`src/rtl/cond_pkg.sv`:
```
// Shared definitions for the conditional-issue controller: ARM condition codes,
// NZCV bit positions, controller states and the issue payload.
package cond_pkg;

  localparam logic [3:0] COND_EQ = 4'h0;
  localparam logic [3:0] COND_NE = 4'h1;
  localparam logic [3:0] COND_CS = 4'h2;
  localparam logic [3:0] COND_CC = 4'h3;
  localparam logic [3:0] COND_MI = 4'h4;
  localparam logic [3:0] COND_PL = 4'h5;
  localparam logic [3:0] COND_VS = 4'h6;
  localparam logic [3:0] COND_VC = 4'h7;
  localparam logic [3:0] COND_HI = 4'h8;
  localparam logic [3:0] COND_LS = 4'h9;
  localparam logic [3:0] COND_GE = 4'hA;
  localparam logic [3:0] COND_LT = 4'hB;
  localparam logic [3:0] COND_GT = 4'hC;
  localparam logic [3:0] COND_LE = 4'hD;
  localparam logic [3:0] COND_AL = 4'hE;
  localparam logic [3:0] COND_NV = 4'hF;

  localparam int unsigned NZCV_N = 3;
  localparam int unsigned NZCV_Z = 2;
  localparam int unsigned NZCV_C = 1;
  localparam int unsigned NZCV_V = 0;

  typedef enum logic [1:0] {
    RUN   = 2'd0,
    STALL = 2'd1,
    FLUSH = 2'd2
  } state_t;

  typedef struct packed {
    logic valid;
    logic exec;
    logic set_flags;
  } ex_issue_t;

endpackage

```
`src/rtl/cond_eval.sv`:
```
// Combinational ARM condition-field evaluation against an NZCV value.
module cond_eval
  import cond_pkg::*;
(
  input  logic [3:0] cond,
  input  logic [3:0] nzcv,
  output logic       pass
);

  logic n, z, c, v;

  assign n = nzcv[NZCV_N];
  assign z = nzcv[NZCV_Z];
  assign c = nzcv[NZCV_C];
  assign v = nzcv[NZCV_V];

  always_comb begin
    pass = 1'b0;
    case (cond)
      COND_EQ: pass = z;
      COND_NE: pass = ~z;
      COND_CS: pass = c;
      COND_CC: pass = ~c;
      COND_MI: pass = n;
      COND_PL: pass = ~n;
      COND_VS: pass = v;
      COND_VC: pass = ~v;
      COND_HI: pass = c & ~z;
      COND_LS: pass = ~c | z;
      COND_GE: pass = (n == v);
      COND_LT: pass = (n != v);
      COND_GT: pass = ~z & (n == v);
      COND_LE: pass = z | (n != v);
      COND_AL: pass = 1'b1;
      default: pass = 1'b0;
    endcase
  end

endmodule

```
`src/rtl/cond_issue_ctrl.sv`:
```
// ID->EXE issue controller owning NZCV: condition evaluation, flag-hazard stall
// and post-branch flush. Define COND_FWD_EN to forward returning flags to ID.
module cond_issue_ctrl
  import cond_pkg::*;
#(
  parameter int unsigned PEND_W       = 3,
  parameter int unsigned FLUSH_CYCLES = 2
) (
  input  logic              clk,
  input  logic              rst_n,
  input  logic              id_valid,
  output logic              id_ready,
  input  logic [3:0]        id_cond,
  input  logic              id_set_flags,
  input  logic              id_is_branch,
  input  logic              flag_we,
  input  logic [3:0]        flag_nzcv,
  output logic              ex_valid,
  output logic              ex_exec,
  output logic              ex_set_flags,
  output logic [3:0]        nzcv,
  output logic [PEND_W-1:0] pend_cnt,
  output logic              proto_err
);

  localparam int unsigned FLUSH_W = 4;
  localparam logic [PEND_W-1:0] PEND_MAX = '1;

  state_t            state, state_nxt;
  logic [FLUSH_W-1:0] flush_cnt, flush_cnt_nxt;
  logic              fwd, pass, issue, is_cond, pend_zero, pend_full, inc, dec;
  logic [3:0]        eval_nzcv;
  ex_issue_t         ex_nxt;

`ifdef COND_FWD_EN
  assign fwd = flag_we && (pend_cnt == PEND_W'(1));
`else
  assign fwd = 1'b0;
`endif

  // The only outstanding write is landing now, so its flags can be used directly.
  assign eval_nzcv = fwd ? flag_nzcv : nzcv;
  assign is_cond   = (id_cond != COND_AL);
  assign pend_zero = (pend_cnt == '0);
  assign pend_full = (pend_cnt == PEND_MAX);

  cond_eval u_cond_eval (
    .cond (id_cond),
    .nzcv (eval_nzcv),
    .pass (pass)
  );

  always_comb begin
    state_nxt     = state;
    flush_cnt_nxt = flush_cnt;
    id_ready      = 1'b0;
    issue         = 1'b0;
    case (state)
      RUN: begin
        if (is_cond && !pend_zero && !fwd) begin
          if (id_valid) state_nxt = STALL;
        end else if (!(id_set_flags && pend_full)) begin
          id_ready = 1'b1;
          issue    = id_valid;
        end
      end
      STALL: begin
        if (fwd) begin
          id_ready  = 1'b1;
          issue     = id_valid;
          state_nxt = RUN;
        end else if (pend_zero) begin
          state_nxt = RUN;
        end
      end
      FLUSH: begin
        id_ready = 1'b1;
        if (flush_cnt == '0) state_nxt = RUN;
        else flush_cnt_nxt = flush_cnt - FLUSH_W'(1);
      end
      default: state_nxt = RUN;
    endcase
    if (issue && id_is_branch && pass) begin
      state_nxt     = FLUSH;
      flush_cnt_nxt = FLUSH_W'(FLUSH_CYCLES - 1);
    end
    if (!rst_n) id_ready = 1'b0;
  end

  assign ex_nxt.valid     = issue;
  assign ex_nxt.exec      = issue & pass;
  assign ex_nxt.set_flags = issue & pass & id_set_flags;
  assign inc = ex_nxt.set_flags;
  assign dec = flag_we & ~pend_zero;

  always_ff @(posedge clk or negedge rst_n) begin
    if (!rst_n) begin
      state        <= RUN;
      flush_cnt    <= '0;
      ex_valid     <= 1'b0;
      ex_exec      <= 1'b0;
      ex_set_flags <= 1'b0;
      nzcv         <= '0;
      pend_cnt     <= '0;
      proto_err    <= 1'b0;
    end else begin
      state        <= state_nxt;
      flush_cnt    <= flush_cnt_nxt;
      ex_valid     <= ex_nxt.valid;
      ex_exec      <= ex_nxt.exec;
      ex_set_flags <= ex_nxt.set_flags;
      pend_cnt     <= pend_cnt + PEND_W'(inc) - PEND_W'(dec);
      if (flag_we) nzcv <= flag_nzcv;
      if (flag_we && pend_zero) proto_err <= 1'b1;
    end
  end

endmodule

```
`config.mk`:
```
export PLATFORM = sky130hd
export DESIGN_NAME = cond_issue_ctrl
export DESIGN_NICKNAME = d
export VERILOG_FILES = /design/src/rtl/cond_pkg.sv /design/src/rtl/cond_eval.sv /design/src/rtl/cond_issue_ctrl.sv
export SDC_FILE = /design/constraint.sdc
export NUM_CORES = 1
export LEC_CHECK = 0
export ABC_AREA = 1
export BUFFER_PORTS_ARGS = -buffer_cell sky130_fd_sc_hd__buf_2
export CAP_MARGIN = 10
export CELL_PAD_IN_SITES_DETAIL_PLACEMENT = 1
export CELL_PAD_IN_SITES_GLOBAL_PLACEMENT = 1
export CORE_ASPECT_RATIO = 0.6
export CORE_MARGIN = 10
export CORE_UTILIZATION = 40
export CTS_CLUSTER_SIZE = 24
export DETAILED_ROUTE_END_ITERATION = 10
export GPL_TIMING_DRIVEN = 1
export PLACE_DENSITY = 0.9
export SETUP_SLACK_MARGIN = 0.05
export SYNTH_ARGS = -nofsm -noshare
export SYNTH_HDL_FRONTEND = slang
export SYNTH_SLANG_ARGS = --single-unit
export TNS_END_PERCENT = 5
```
`constraint.sdc`:
```
create_clock -name clk -period 6.8 [get_ports clk]
set_clock_uncertainty 0.05 [all_clocks]
set_input_delay 0.34 -clock clk [delete_from_list [all_inputs] [get_ports clk]]
set_output_delay 0.34 -clock clk [all_outputs]
set_load 0.01 [all_outputs]
```
== Yosys cells after proc, flatten, opt, wreduce, memory -nomap -nowiden ==
Index checks and enable logic that the tools add are counted.
Cells by class
  add/subtract/negate cells: 3
  mux-type cells: 17
  equality and inequality tests: 25
  reduce and logical (&&, ||, !) cells: 13
  bitwise logic cells: 12
Operator list (number)
  $eq A4 B4 Y1 const B: 7
  $eq A4 B3 Y1 const B: 4
  $pmux W1 S15: 1
  $mux W4: 3
  $ne A3 B3 Y1 const B: 4
  $mux W2: 5
  $eq A4 B2 Y1 const B: 2
  $logic_not A4 Y1: 2
  $mux W1: 6
  $pmux W2 S3: 1
  $and A1 B1 Y1: 5
  $logic_and A1 B1 Y1: 5
  $not A1 Y1: 5
  $eq A4 B1 Y1 const B: 1
  $ne A4 B4 Y1 const B: 1
  $reduce_and A4 Y1: 1
  $sub A4 B1 Y4 const B: 1
  $add A3 B1 Y3: 1
  $eq A3 B3 Y1 const B: 1
  $logic_not A3 Y1: 1
  $sub A3 B1 Y3: 1
  $eq A2 B1 Y1 const B: 1
  $eq A2 B2 Y1 const B: 1
  $logic_not A2 Y1: 1
  8 further kinds: 9
Storage, ports and cells
  flip-flop bits (word level): 17
  output and inout bits: 12
  word-level logic and storage cells: 78

== Depth between registers and ports, before layout ==
  word-level depth: 9
  mapped depth: 18

== By module ==
Synthesis repeated with hierarchy kept, for this count alone.
Second synthesis, totals
  cells, all modules: 154
  area total of the unflattened synthesis: 1099.8 sq um
By module, submodules not included
  cond_issue_ctrl: times used 1, area an instance 870.8 sq um, sequential area each 425.4 sq um, cells an instance 99
  cond_eval: times used 1, area an instance 229.0 sq um, sequential area each 0.0 sq um, cells an instance 55

== Worst setup path before layout ==
No wires, ideal clock.
  path type: reg2reg
  from: register pend_cnt[1]
  to: register pend_cnt[2]
  arrival time: 2255 ps
  period minus slack after synthesis: 2434 ps
  cell stages (with the launch flop): 15
  data required time: 6621 ps
  buffers on the path: 0
  setup slack: 4366 ps
  path through: dfrtp_1 nor2_1 nand2_1 a21boi_2 nand3_1 inv_1 nand2_1 inv_2 nand2_2 ha_1 inv_1 ha_1 fa_1 xnor2_1 xor2_1
RTL lines
  start, declared: RTL line cond_issue_ctrl.sv:22  | output logic [PEND_W-1:0] pend_cnt,
  start signal, assigned: RTL line cond_issue_ctrl.sv:112  | pend_cnt <= pend_cnt + PEND_W'(inc) - PEND_W'(dec);

==> run metrics <==
Skew-Pair Late Insertion Delay=0.25 ns; post-layout min period=2.78 ns; worst path cell trace=nor2_1 -> nand2_1 -> a21boi_2 -> nand3_1 -> inv_1 -> nand2_1 -> inv_2 -> nand2_2 -> ha_1 -> inv_1 -> ha_1 -> fa_1 -> xnor2_1 -> xor2_1; switching fraction of total power=39.0%; largest net degree at the start of global routing=19; drt initial violations=38; post-layout util=50.1%; global-route wire length before repair=around 5.1 mm; status=finished, final reports clean; clock power share=about a fifth; hpwl dp=2.40 mm; Final setup viols=0; Internal Power=0.000235 W; top_reg_cell synth=dfrtp_1; Hold Vio Cnt, Final=0; Initial Util=41.8%; Setup CP Type=register to register; synth unique cells=25; vias in the first global route=roughly 1100; WL final=2.91 mm; CP max stage cell=dfrtp_1; initial antenna violation count=0; Comb power frac=38.4%; Die X=around 86 um; final worst-path cycle share=slightly above 40%; sequential power share=roughly 42%; Avg Cell Area, Syn=roughly 7.6 um2; Routed Antenna Nets=0; Min-Delay Path Class=input pin to register; Leak Pwr=0.698 nW; Top Ports=26; Post-CTS Resized=0; CP endpoint kind=register; worst vdd ir=0.198 mV; post-placement cell count=192; Total Routing Usage GR=~12%; post-synth net total=156; most common cell after layout, fill and taps aside=nand2_1; commonest non-fill, non-tap cells in the layout=33 x nand2_1, 25 x buf_2, 19 x inv_1; Core ar.=2490 um2; Slew Viols, Final=0; Gate Count Post-Synth=137; post-synthesis cell area=1040 um2; Startpoint Class=register; maxcap violations=0; Antenna Cells=0; register bit total from synthesis=17; clock sink count=17; post-synthesis sequential area ratio=40.9%; grt ovf=0; H-tree depth=1; CTS tree=yes; I/O Buffers=25; Worst Tran Pin Value=0.391 ns; Power Dens Cells=309 nW/um2; share of cells above drive strength 1=between 20 and 30%; unrepaired setup endpoints after global routing=no; total CTS buffers=3; standard-cell row count=14; Arr. time, crit path=2.91 ns; Synth Warn #=0; post-CTS setup buffer count=0; fin cells=197; Fin Setup TNS=0 ns; peak fanout along the critical path=5; Slew headroom=between 70% and 80%; timing-limited maximum frequency=about 360 MHz; CTS Buffer Depth=2; Area Growth Syn to Fin=19.9%; Remaining DRCs=0; CP peak stage delay=0.44 ns; Worst-path clk slew=about 0.070 ns; root cell of the clock tree=clkbuf_8; critical path data required time=6.93 ns; Post-synth EDFFs=0; final net count=185; Avg WL per Cell=approximately 15 um; Synth async-reset ratio=100%; height of the die=59.5 um; Vias=974; First-pass DRT Iterations=4; fillers=333; Net Sw Power=0.000150 W; Placer Congestion=0.808; DR vias/cell=4.94; Die ar.=just over 5000 um2
-- synthesized netlist by cell type (4+ instances only) --
cell type,n,area [um2]
nor2_1,12,45.0
nor3_1,4,20.0
ha_1,4,50.1
nand2_2,4,25.0
o21ai_0,4,20.0
nand2_1,33,124
nand3_1,11,55.1
inv_2,7,26.3
inv_1,19,71.3
dfrtp_1,17,425
nor2_2,4,25.0
-- final timing paths --
| check | slack (ns) | to | from | cells past startpoint |
|---|---|---|---|---|
| max | 4.02 | pend_cnt[2]$_DFF_PN0_ | pend_cnt[1]$_DFF_PN0_ | 14 |
| min | 0.25 | nzcv[2]$_DFFE_PN0P_ | flag_nzcv[2] | 3 |
| max reg2reg | 4.02 | pend_cnt[2]$_DFF_PN0_ | pend_cnt[1]$_DFF_PN0_ | 14 |
| min reg2reg | 0.43 | proto_err$_DFFE_PN0P_ | proto_err$_DFFE_PN0P_ | 1 |
| max in group asynchronous | 5.93 | nzcv[3]$_DFFE_PN0P_ | rst_n | 2 |
| min in group asynchronous | 0.49 | ex_exec$_DFF_PN0_ | rst_n | 2 |
-- cell type report --
class                      count  area, um2  share of cell area, %
multi-input combinational     91        498                   40.0
sequential                    17        425                   34.1
timing repair buffer          26        135                   10.8
inverter                      27        101                   8.13
clock buffer                   3       41.3                   3.31
tap                           32       40.0                   3.21
clock inverter                 1       5.00                  0.402
-- critical path, delay by kind of cell, from the launching register on --
kind / cells / cell delay (ns)
AOI/OAI and AO/OA: 1 / 0.23
xor gates and xnor gates: 2 / 0.37
adders and majority gates: 3 / 0.84
buffers and inverters: 3 / 0.22
DFF: 1 / 0.44
and+or+nand+nor: 5 / 0.54
-- repair_timing --
item	CTS	global route
setup endpoints to repair	0	0
endpoints found under the hold margin	17	0
hold buffers	1	0
-- power groups by stage --
stage                     Sequential (W)  Clock (W)  Combinational, W
after global placement          0.000161          0          0.000136
after CTS                       0.000162  0.0000766          0.000152
after detailed placement        0.000163          0          0.000148
after global routing            0.000167  0.0000822          0.000171
final                           0.000162  0.0000748          0.000148
after floorplan                 0.000165          0         0.0000901
-- metrics by stage --
stage | cell area (um2) | hold WS, ns | worst slack [ns] | total power [W]
floorplan | 1040 | -0.00559 | 4.37 | 0.000255
global placement | 1190 | 0.231 | 4.26 | 0.000297
detailed placement | 1190 | 0.237 | 4.03 | 0.000312
CTS | 1250 | 0.249 | 3.98 | 0.000391
global route | 1250 | 0.258 | 3.77 | 0.000420
finish | 1250 | 0.251 | 4.02 | 0.000385
-- sequential cells by signal (all words and copies together) (netlist names) --
signal        flops
state             2
proto_err         1
flush_cnt         4
ex_exec           1
ex_valid          1
nzcv              4
ex_set_flags      1
pend_cnt          3
-- cell families (layout without fill, tap and decap cells) --
group / Yosys count / count (layout) / share of synthesized area (%)
fa+ha+maj: 5 / 5 / 6.74
xor+xnor: 4 / 4 / 3.37
compound gates: 10 / 10 / 6.50
flops: 17 / 17 / 40.9
buf+inv: 29 / 57 / 11.2
simple gates: 72 / 72 / 31.3
-- layer usage --
layer	track usage (%)	up-vias	routed length (um)
met5	0	-	0
met4	2.80	0	0
met3	2.61	0	56
met2	23.3	18	1570
met1	13.8	481	1280
li1	-	475	-
Power figures use the tool's default switching activity.
